--- config.mk ---
export PLATFORM = sky130hd
export DESIGN_NAME = reset_sequencer_flat
export DESIGN_NICKNAME = d
export VERILOG_FILES = /design/src/rtl/reset_seq_pkg.sv /design/src/rtl/reset_sequencer_if.sv /design/src/rtl/delay_counter.sv /design/src/rtl/reset_sequencer.sv /design/src/flat_wrapper.sv
export SDC_FILE = /design/constraint.sdc
export NUM_CORES = 1
export LEC_CHECK = 0
export CAP_MARGIN = 5
export CORE_UTILIZATION = 50
export CTS_CLUSTER_SIZE = 8
export DETAILED_ROUTE_END_ITERATION = 6
export PLACE_DENSITY_LB_ADDON = 0.1
export SLEW_MARGIN = 5
export SYNTH_ARGS = -nofsm -noshare
export SYNTH_HDL_FRONTEND = slang
export SYNTH_SLANG_ARGS = --single-unit
--- constraint.sdc ---
create_clock -name clock -period 3.3 [get_ports clock]
set_input_delay 0.33 -clock clock [delete_from_list [all_inputs] [get_ports clock]]
set_output_delay 0.33 -clock clock [all_outputs]
set_load 0.02 [all_outputs]
--- src/rtl/reset_seq_pkg.sv ---
// Shared types and constants for the reset sequencer.
// Latency: n/a (declarations only).
// Backpressure: n/a.
package reset_seq_pkg;

    typedef enum logic [2:0] {
        ST_HOLD,
        ST_ADC_UP,
        ST_CORE_UP,
        ST_RUN,
        ST_DONE,
        ST_FAIL
    } seq_state_t;

    typedef logic [1:0] fail_reason_t;

    localparam fail_reason_t FR_NONE     = 2'd0;
    localparam fail_reason_t FR_TIMEOUT  = 2'd1;
    localparam fail_reason_t FR_EXTERNAL = 2'd2;

    // A phase of N cycles ends when the delay counter reads N-1.
    function automatic logic [15:0] phase_tc(input int unsigned cycles);
        return 16'(cycles - 1);
    endfunction

endpackage

--- src/rtl/reset_sequencer_if.sv ---
// Control/status bundle between the reset sequencer and its environment.
// Latency: n/a (wires only).
// Backpressure: none; slave = sequencer side, master = controlling side.
// Ports: restart/success/fail/max_cycles into the sequencer; four domain
// resets, running/done/failed flags, fail reason and RUN cycle count out.
interface reset_sequencer_if;
    import reset_seq_pkg::*;

    logic         io_restart;
    logic         io_success;
    logic         io_fail;
    logic [63:0]  io_max_cycles;
    logic         io_adc_reset;
    logic         io_core_reset;
    logic         io_ua_reset;
    logic         io_dsp_reset;
    logic         io_running;
    logic         io_done;
    logic         io_failed;
    fail_reason_t io_fail_reason;
    logic [63:0]  io_cycle_count;

    modport slave (
        input  io_restart, io_success, io_fail, io_max_cycles,
        output io_adc_reset, io_core_reset, io_ua_reset, io_dsp_reset,
        output io_running, io_done, io_failed, io_fail_reason, io_cycle_count
    );

    modport master (
        output io_restart, io_success, io_fail, io_max_cycles,
        input  io_adc_reset, io_core_reset, io_ua_reset, io_dsp_reset,
        input  io_running, io_done, io_failed, io_fail_reason, io_cycle_count
    );

endinterface

--- src/rtl/delay_counter.sv ---
// 16-bit phase delay counter with synchronous clear and terminal-count compare.
// Latency: tc is combinational from the registered count (same cycle).
// Backpressure: none; counts every cycle unless clr is high.
// Ports: clock, reset (async, active-high), clr, tc_val in; tc out.
module delay_counter (
    input  logic        clock,
    input  logic        reset,
    input  logic        clr,
    input  logic [15:0] tc_val,
    output logic        tc
);

    logic [15:0] cnt_q;
    logic [15:0] cnt_d;

    always_comb begin
        cnt_d = clr ? 16'd0 : cnt_q + 16'd1;
    end

    always_ff @(posedge clock or posedge reset) begin
        if (reset) begin
            cnt_q <= 16'd0;
        end else begin
            cnt_q <= cnt_d;
        end
    end

    assign tc = (cnt_q == tc_val);

endmodule

--- src/rtl/reset_sequencer.sv ---
// Staged reset release (adc -> core/ua -> dsp) then RUN supervision with timeout.
// Latency: every output is a flop; state and outputs change on the same edge.
// Backpressure: none; restart pulse wins over all other inputs.
// Ports: clock, reset (async, active-high), io (reset_sequencer_if.slave).
module reset_sequencer
    import reset_seq_pkg::*;
#(
    parameter int unsigned HOLD_CYCLES = 16,
    parameter int unsigned CORE_DELAY  = 32,
    parameter int unsigned DSP_DELAY   = 8
) (
    input  logic              clock,
    input  logic              reset,
    reset_sequencer_if.slave  io
);

    localparam logic [15:0] HOLD_TC = phase_tc(HOLD_CYCLES);
    localparam logic [15:0] CORE_TC = phase_tc(CORE_DELAY);
    localparam logic [15:0] DSP_TC  = phase_tc(DSP_DELAY);

    seq_state_t   state_q, state_d;
    logic         adc_reset_q, adc_reset_d;
    logic         core_reset_q, core_reset_d;
    logic         dsp_reset_q, dsp_reset_d;
    logic         running_q, running_d;
    logic         done_q, done_d;
    logic         failed_q, failed_d;
    fail_reason_t fail_reason_q, fail_reason_d;
    logic [63:0]  cycle_count_q, cycle_count_d;

    logic         counting;
    logic [15:0]  dc_tc_val;
    logic         dc_tc;
    logic         dc_clr;
    logic         phase_end;

    // One counter serves all three delay phases; the compare value follows
    // the current phase and the count restarts at every phase boundary.
    always_comb begin
        counting  = 1'b1;
        dc_tc_val = 16'hFFFF;
        case (state_q)
            ST_HOLD:    dc_tc_val = HOLD_TC;
            ST_ADC_UP:  dc_tc_val = CORE_TC;
            ST_CORE_UP: dc_tc_val = DSP_TC;
            default:    counting  = 1'b0;
        endcase
    end

    assign phase_end = counting & dc_tc;
    assign dc_clr    = io.io_restart | phase_end | ~counting;

    delay_counter u_delay_counter (
        .clock  (clock),
        .reset  (reset),
        .clr    (dc_clr),
        .tc_val (dc_tc_val),
        .tc     (dc_tc)
    );

    always_comb begin
        state_d       = state_q;
        fail_reason_d = fail_reason_q;
        cycle_count_d = cycle_count_q;

        case (state_q)
            ST_HOLD:    if (phase_end) state_d = ST_ADC_UP;
            ST_ADC_UP:  if (phase_end) state_d = ST_CORE_UP;
            ST_CORE_UP: if (phase_end) state_d = ST_RUN;
            ST_RUN: begin
                // Exit cycles do not count, so a timeout freezes at max.
                if (io.io_fail) begin
                    state_d       = ST_FAIL;
                    fail_reason_d = FR_EXTERNAL;
                end else if ((io.io_max_cycles != 64'd0) &&
                             (cycle_count_q >= io.io_max_cycles)) begin
                    state_d       = ST_FAIL;
                    fail_reason_d = FR_TIMEOUT;
                end else if (io.io_success) begin
                    state_d = ST_DONE;
                end else if (cycle_count_q != '1) begin
                    cycle_count_d = cycle_count_q + 64'd1;
                end
            end
            ST_DONE, ST_FAIL: ;
            default:    state_d = ST_HOLD;
        endcase

        if (io.io_restart) begin
            state_d       = ST_HOLD;
            fail_reason_d = FR_NONE;
            cycle_count_d = 64'd0;
        end

        // Outputs decode the next state so they land on the same edge.
        adc_reset_d  = (state_d == ST_HOLD);
        core_reset_d = (state_d == ST_HOLD) || (state_d == ST_ADC_UP);
        dsp_reset_d  = (state_d == ST_HOLD) || (state_d == ST_ADC_UP) ||
                       (state_d == ST_CORE_UP);
        running_d    = (state_d == ST_RUN);
        done_d       = (state_d == ST_DONE);
        failed_d     = (state_d == ST_FAIL);
    end

    always_ff @(posedge clock or posedge reset) begin
        if (reset) begin
            state_q       <= ST_HOLD;
            adc_reset_q   <= 1'b1;
            core_reset_q  <= 1'b1;
            dsp_reset_q   <= 1'b1;
            running_q     <= 1'b0;
            done_q        <= 1'b0;
            failed_q      <= 1'b0;
            fail_reason_q <= FR_NONE;
            cycle_count_q <= 64'd0;
        end else begin
            state_q       <= state_d;
            adc_reset_q   <= adc_reset_d;
            core_reset_q  <= core_reset_d;
            dsp_reset_q   <= dsp_reset_d;
            running_q     <= running_d;
            done_q        <= done_d;
            failed_q      <= failed_d;
            fail_reason_q <= fail_reason_d;
            cycle_count_q <= cycle_count_d;
        end
    end

    // core and ua domains share one release point, hence one flop.
    assign io.io_adc_reset   = adc_reset_q;
    assign io.io_core_reset  = core_reset_q;
    assign io.io_ua_reset    = core_reset_q;
    assign io.io_dsp_reset   = dsp_reset_q;
    assign io.io_running     = running_q;
    assign io.io_done        = done_q;
    assign io.io_failed      = failed_q;
    assign io.io_fail_reason = fail_reason_q;
    assign io.io_cycle_count = cycle_count_q;

endmodule
--- src/flat_wrapper.sv ---
// flat-port wrapper written by rule: the top's interface ports become plain ports
module reset_sequencer_flat import reset_seq_pkg::*;
#(
    parameter int unsigned HOLD_CYCLES = 16,
    parameter int unsigned CORE_DELAY  = 32,
    parameter int unsigned DSP_DELAY   = 8
)
  (clock, reset, io_io_restart, io_io_success, io_io_fail, io_io_max_cycles, io_io_adc_reset, io_io_core_reset, io_io_ua_reset, io_io_dsp_reset, io_io_running, io_io_done, io_io_failed, io_io_fail_reason, io_io_cycle_count);
  reset_sequencer_if io_i ();
  input  logic clock;
  input  logic reset;
  input wire logic [$bits(io_i.io_restart)-1:0] io_io_restart;
  input wire logic [$bits(io_i.io_success)-1:0] io_io_success;
  input wire logic [$bits(io_i.io_fail)-1:0] io_io_fail;
  input wire logic [$bits(io_i.io_max_cycles)-1:0] io_io_max_cycles;
  output wire logic [$bits(io_i.io_adc_reset)-1:0] io_io_adc_reset;
  output wire logic [$bits(io_i.io_core_reset)-1:0] io_io_core_reset;
  output wire logic [$bits(io_i.io_ua_reset)-1:0] io_io_ua_reset;
  output wire logic [$bits(io_i.io_dsp_reset)-1:0] io_io_dsp_reset;
  output wire logic [$bits(io_i.io_running)-1:0] io_io_running;
  output wire logic [$bits(io_i.io_done)-1:0] io_io_done;
  output wire logic [$bits(io_i.io_failed)-1:0] io_io_failed;
  output wire logic [$bits(io_i.io_fail_reason)-1:0] io_io_fail_reason;
  output wire logic [$bits(io_i.io_cycle_count)-1:0] io_io_cycle_count;
  assign io_i.io_restart = io_io_restart;
  assign io_i.io_success = io_io_success;
  assign io_i.io_fail = io_io_fail;
  assign io_i.io_max_cycles = io_io_max_cycles;
  assign io_io_adc_reset = io_i.io_adc_reset;
  assign io_io_core_reset = io_i.io_core_reset;
  assign io_io_ua_reset = io_i.io_ua_reset;
  assign io_io_dsp_reset = io_i.io_dsp_reset;
  assign io_io_running = io_i.io_running;
  assign io_io_done = io_i.io_done;
  assign io_io_failed = io_i.io_failed;
  assign io_io_fail_reason = io_i.io_fail_reason;
  assign io_io_cycle_count = io_i.io_cycle_count;
  reset_sequencer #(.HOLD_CYCLES(HOLD_CYCLES), .CORE_DELAY(CORE_DELAY), .DSP_DELAY(DSP_DELAY)) u_core (.clock(clock), .reset(reset), .io(io_i));
endmodule
==> metrics <==
total die area=14,030 sq um; Clock Power Share=0.418; Crit. End Element=register; Crit Path Category=input pin to register; Post-Layout Cell Count=1,192; # hold bufs at CTS=0; Final WS setup=7.223 ps; Setup Skew=8.222 ps; Rows=42; #FFs+latches synth=91; Sw Share=0.2651; Post-Route WL=20.67 mm; Pre-antenna DRT Iters=5; startpoint class of the critical path=input pin; IO Count=142; Final ANT Viol Nets=0; area added between synthesis and finish=38.02%; root buf cell=clkbuf_16; die height=118.4 um; via count=6,890; Largest stage delay, worst path=500 ps; vias per inst=5.780; Synth Area per Inst=8.463 sq um; layout cell share with drive strength beyond 1=0.1506; Placed Cells=1,170; clock buffer depth=2; Final HPWL DP=15.55 mm; chip width=118.4 um; Buffers on Ports=141; clk_lat worst skew=360 ps; pre-CTS WS=-449.9 ps; r2r setup slk=50 ps; antenna diode count=0; DRC=0; Num CTS Buffers=9; number of synthesized flops with an enable pin=0; pins over their slew limit=0; Gate power share=0.121; number of global-route vias before repair=6,983; CTS tree=built; Peak Freq=0.3037 GHz; max cap viols=0; Layout Nets=1,146; CP arrival=3540 ps; Pleak=4.192 nW; internal power=1.788 mW; Yosys Warn Count=0; Reg clk slew, reported paths=70 ps; final global-route overflow total=0; global-route wire length before repair=34.09 mm; # H-tree levels=3; Cell Pwr Density=260.0 nW/um^2; initial drt markers=367; critical-path cell list=clkdlybuf4s50_1, inv_1, ha_1, a21oi_1, o21ai_1, a221oi_2, a31oi_2, o21bai_2, a21oi_4, buf_12, or2_4, or4_1, mux2_1; cell count after synthesis=801; clock sink total=91; largest net degree at the start of global routing=55; post-layout min period=3293 ps; syn_nets=936; Hold Fails Final Rpt=0; Post-Synthesis Cell Area=6779 sq um; Slew Limit Headroom=0.4614; Net Sw Power=645.0 uW; drt wl/cell=17.34 um; Distinct cells, synth=64; status=complete, no violations; final setup fails=0; CP max FO=3; global placement routability congestion=0.8907; Final period util=0.9978; worst vdd ir=0.2379 mV; sequential cell area fraction in the yosys report=0.3365; Crit path required time=3540 ps; HP Class=input pin to asynchronous set/reset pin; Reg power frac=0.461; top_reg_cell synth=dfrtp_1; initial antenna violation count=0; ys async rst share=1.000; CP max-delay cell=clkdlybuf4s50_1; worst slew pin tran=807.9 ps; core area=13,240 sq um; starting density of the core=0.5119; GRT Util Overall=0.3042
[cell usage in the layout (no fill, tap or decap), types with 4 or more instances in the layout]
cell,instances
a21o_1,4
a21oi_1,41
and2_1,8
and3_1,25
and4_1,6
buf_4,85
clkbuf_16,9
clkdlybuf4s50_1,140
dfrtp_1,86
ha_1,64
inv_1,76
mux2_2,6
nand2_1,48
nand3_1,38
nand4_1,38
nor2_1,90
nor2b_1,12
nor3_1,36
nor4_1,27
nor4_2,5
o21ai_0,18
o21ai_1,6
or3_1,10
xnor2_1,49
xor2_1,6
[timing repair]
item | in CTS | in global routing
resized for setup | 5 | 18
setup buffers | 2 | 3
gates cloned | 0 | 1
endpoints found under the setup margin | 10 | 19
pin swaps | 3 | 7
[final timing paths]
path | endpoint | from | cells past startpoint
setup / recovery | u_core.io.io_cycle_count[36] | io_io_max_cycles[7] | 13
hold / removal | u_core.u_delay_counter.cnt_q[8] | reset | 2
setup reg to reg | u_core.io.io_cycle_count[36] | u_core.io.io_cycle_count[5] | 11
hold reg to reg | u_core.u_delay_counter.cnt_q[0] | u_core.u_delay_counter.cnt_q[0] | 1
max in group asynchronous | u_core.io.io_cycle_count[59] | reset | 3
min in group clock | u_core.u_delay_counter.cnt_q[0] | u_core.u_delay_counter.cnt_q[0] | 1
[final cells by class]
class	instances	area [sq um]
Clock buffer	9	225.2
Clock inverter	7	58.81
Fill cell	1065	3886
Inverter	77	290.3
Multi-Input combinational cell	602	4159
Sequential cell	91	2283
Tap cell	176	220.2
Timing Repair Buffer	230	2120
[state kept, by name, indices dropped and copies added, names as in the netlist]
name	cells
u_core.io.io_dsp_reset	1
u_core.io.io_running	1
u_core.io.io_core_reset	1
u_core.state_q	3
u_core.io.io_cycle_count	64
u_core.u_delay_counter.cnt_q	16
u_core.io.io_fail_reason	2
u_core.io.io_adc_reset	1
u_core.io.io_failed	1
u_core.io.io_done	1
[cell usage after synthesis, types with 4 or more instances]
master    number  share of area
buf_6          4         0.0066
inv_1         77          0.043
a21oi_1       43          0.032
nand4_1       38          0.035
or4_1          4         0.0044
xnor2_1       49          0.063
nand3_1       38          0.028
nor2b_1       12          0.011
o21ai_0       21          0.016
nor3_1        36          0.027
and4_1         7         0.0090
a21o_1         4         0.0044
mux2_2         6          0.010
xor2_1         6         0.0078
or3_1         10         0.0092
dfrtp_1       88           0.32
clkbuf_1      20          0.011
ha_1          66           0.12
and2_1         8         0.0074
nor4_1        30          0.028
nor2_1        90          0.050
buf_2          7         0.0052
and3_1        25          0.023
nand2_1       48          0.027
[critical path: cells and delay by family]
| kind | cells | cell delay (ps) |
|---|---|---|
| fa+ha+maj | 1 | 310 |
| buf+inv | 3 | 710 |
| simple gates | 2 | 700 |
| mux | 1 | 320 |
| compound gates | 6 | 1170 |
[cells by family (layout without fill, tap and decap cells)]
group | count (synthesis) | in the layout | synth area share
AOI/OAI and AO/OA | 98 | 98 | 0.09229
xor gates and xnor gates | 55 | 55 | 0.07106
adders and majority gates | 66 | 66 | 0.1218
buffers and inverters | 109 | 323 | 0.06663
DFF | 91 | 91 | 0.3365
muxes | 9 | 9 | 0.01495
and+or+nand+nor | 373 | 374 | 0.2968
[routing by layer]
metal	routed length, um	up-vias	track usage
li1	-	3256	-
met1	8921	3312	0.3974
met2	10000	281	0.5107
met3	1233	41	0.05116
met4	511	0	0.1028
met5	0	-	0
[stage by stage]
step           area [sq um]  hold WS (ps)  total power, mW  TNS (ps)    util
4_1_cts                9229         390.3            2.437         0  0.6969
6_report               9356         377.6            2.433         0  0.7065
5_1_grt                9356         446.7            2.522    -66.31  0.7065
3_3_place_gp           8907         472.0            1.416     -9043  0.6726
2_1_floorplan          6779         436.1            1.260         0       -
3_5_place_dp           8907         480.5            1.425    -16280  0.6726
[power groups by stage]
stage / Sequential [mW] / Combinational, mW / Clock [mW]
2_1_floorplan: 1.14 / 0.118 / 0
3_3_place_gp: 1.14 / 0.274 / 0
3_5_place_dp: 1.14 / 0.282 / 0
4_1_cts: 1.12 / 0.285 / 1.03
5_1_grt: 1.12 / 0.325 / 1.07
6_report: 1.12 / 0.295 / 1.02
(Power assumes the default switching activity.)
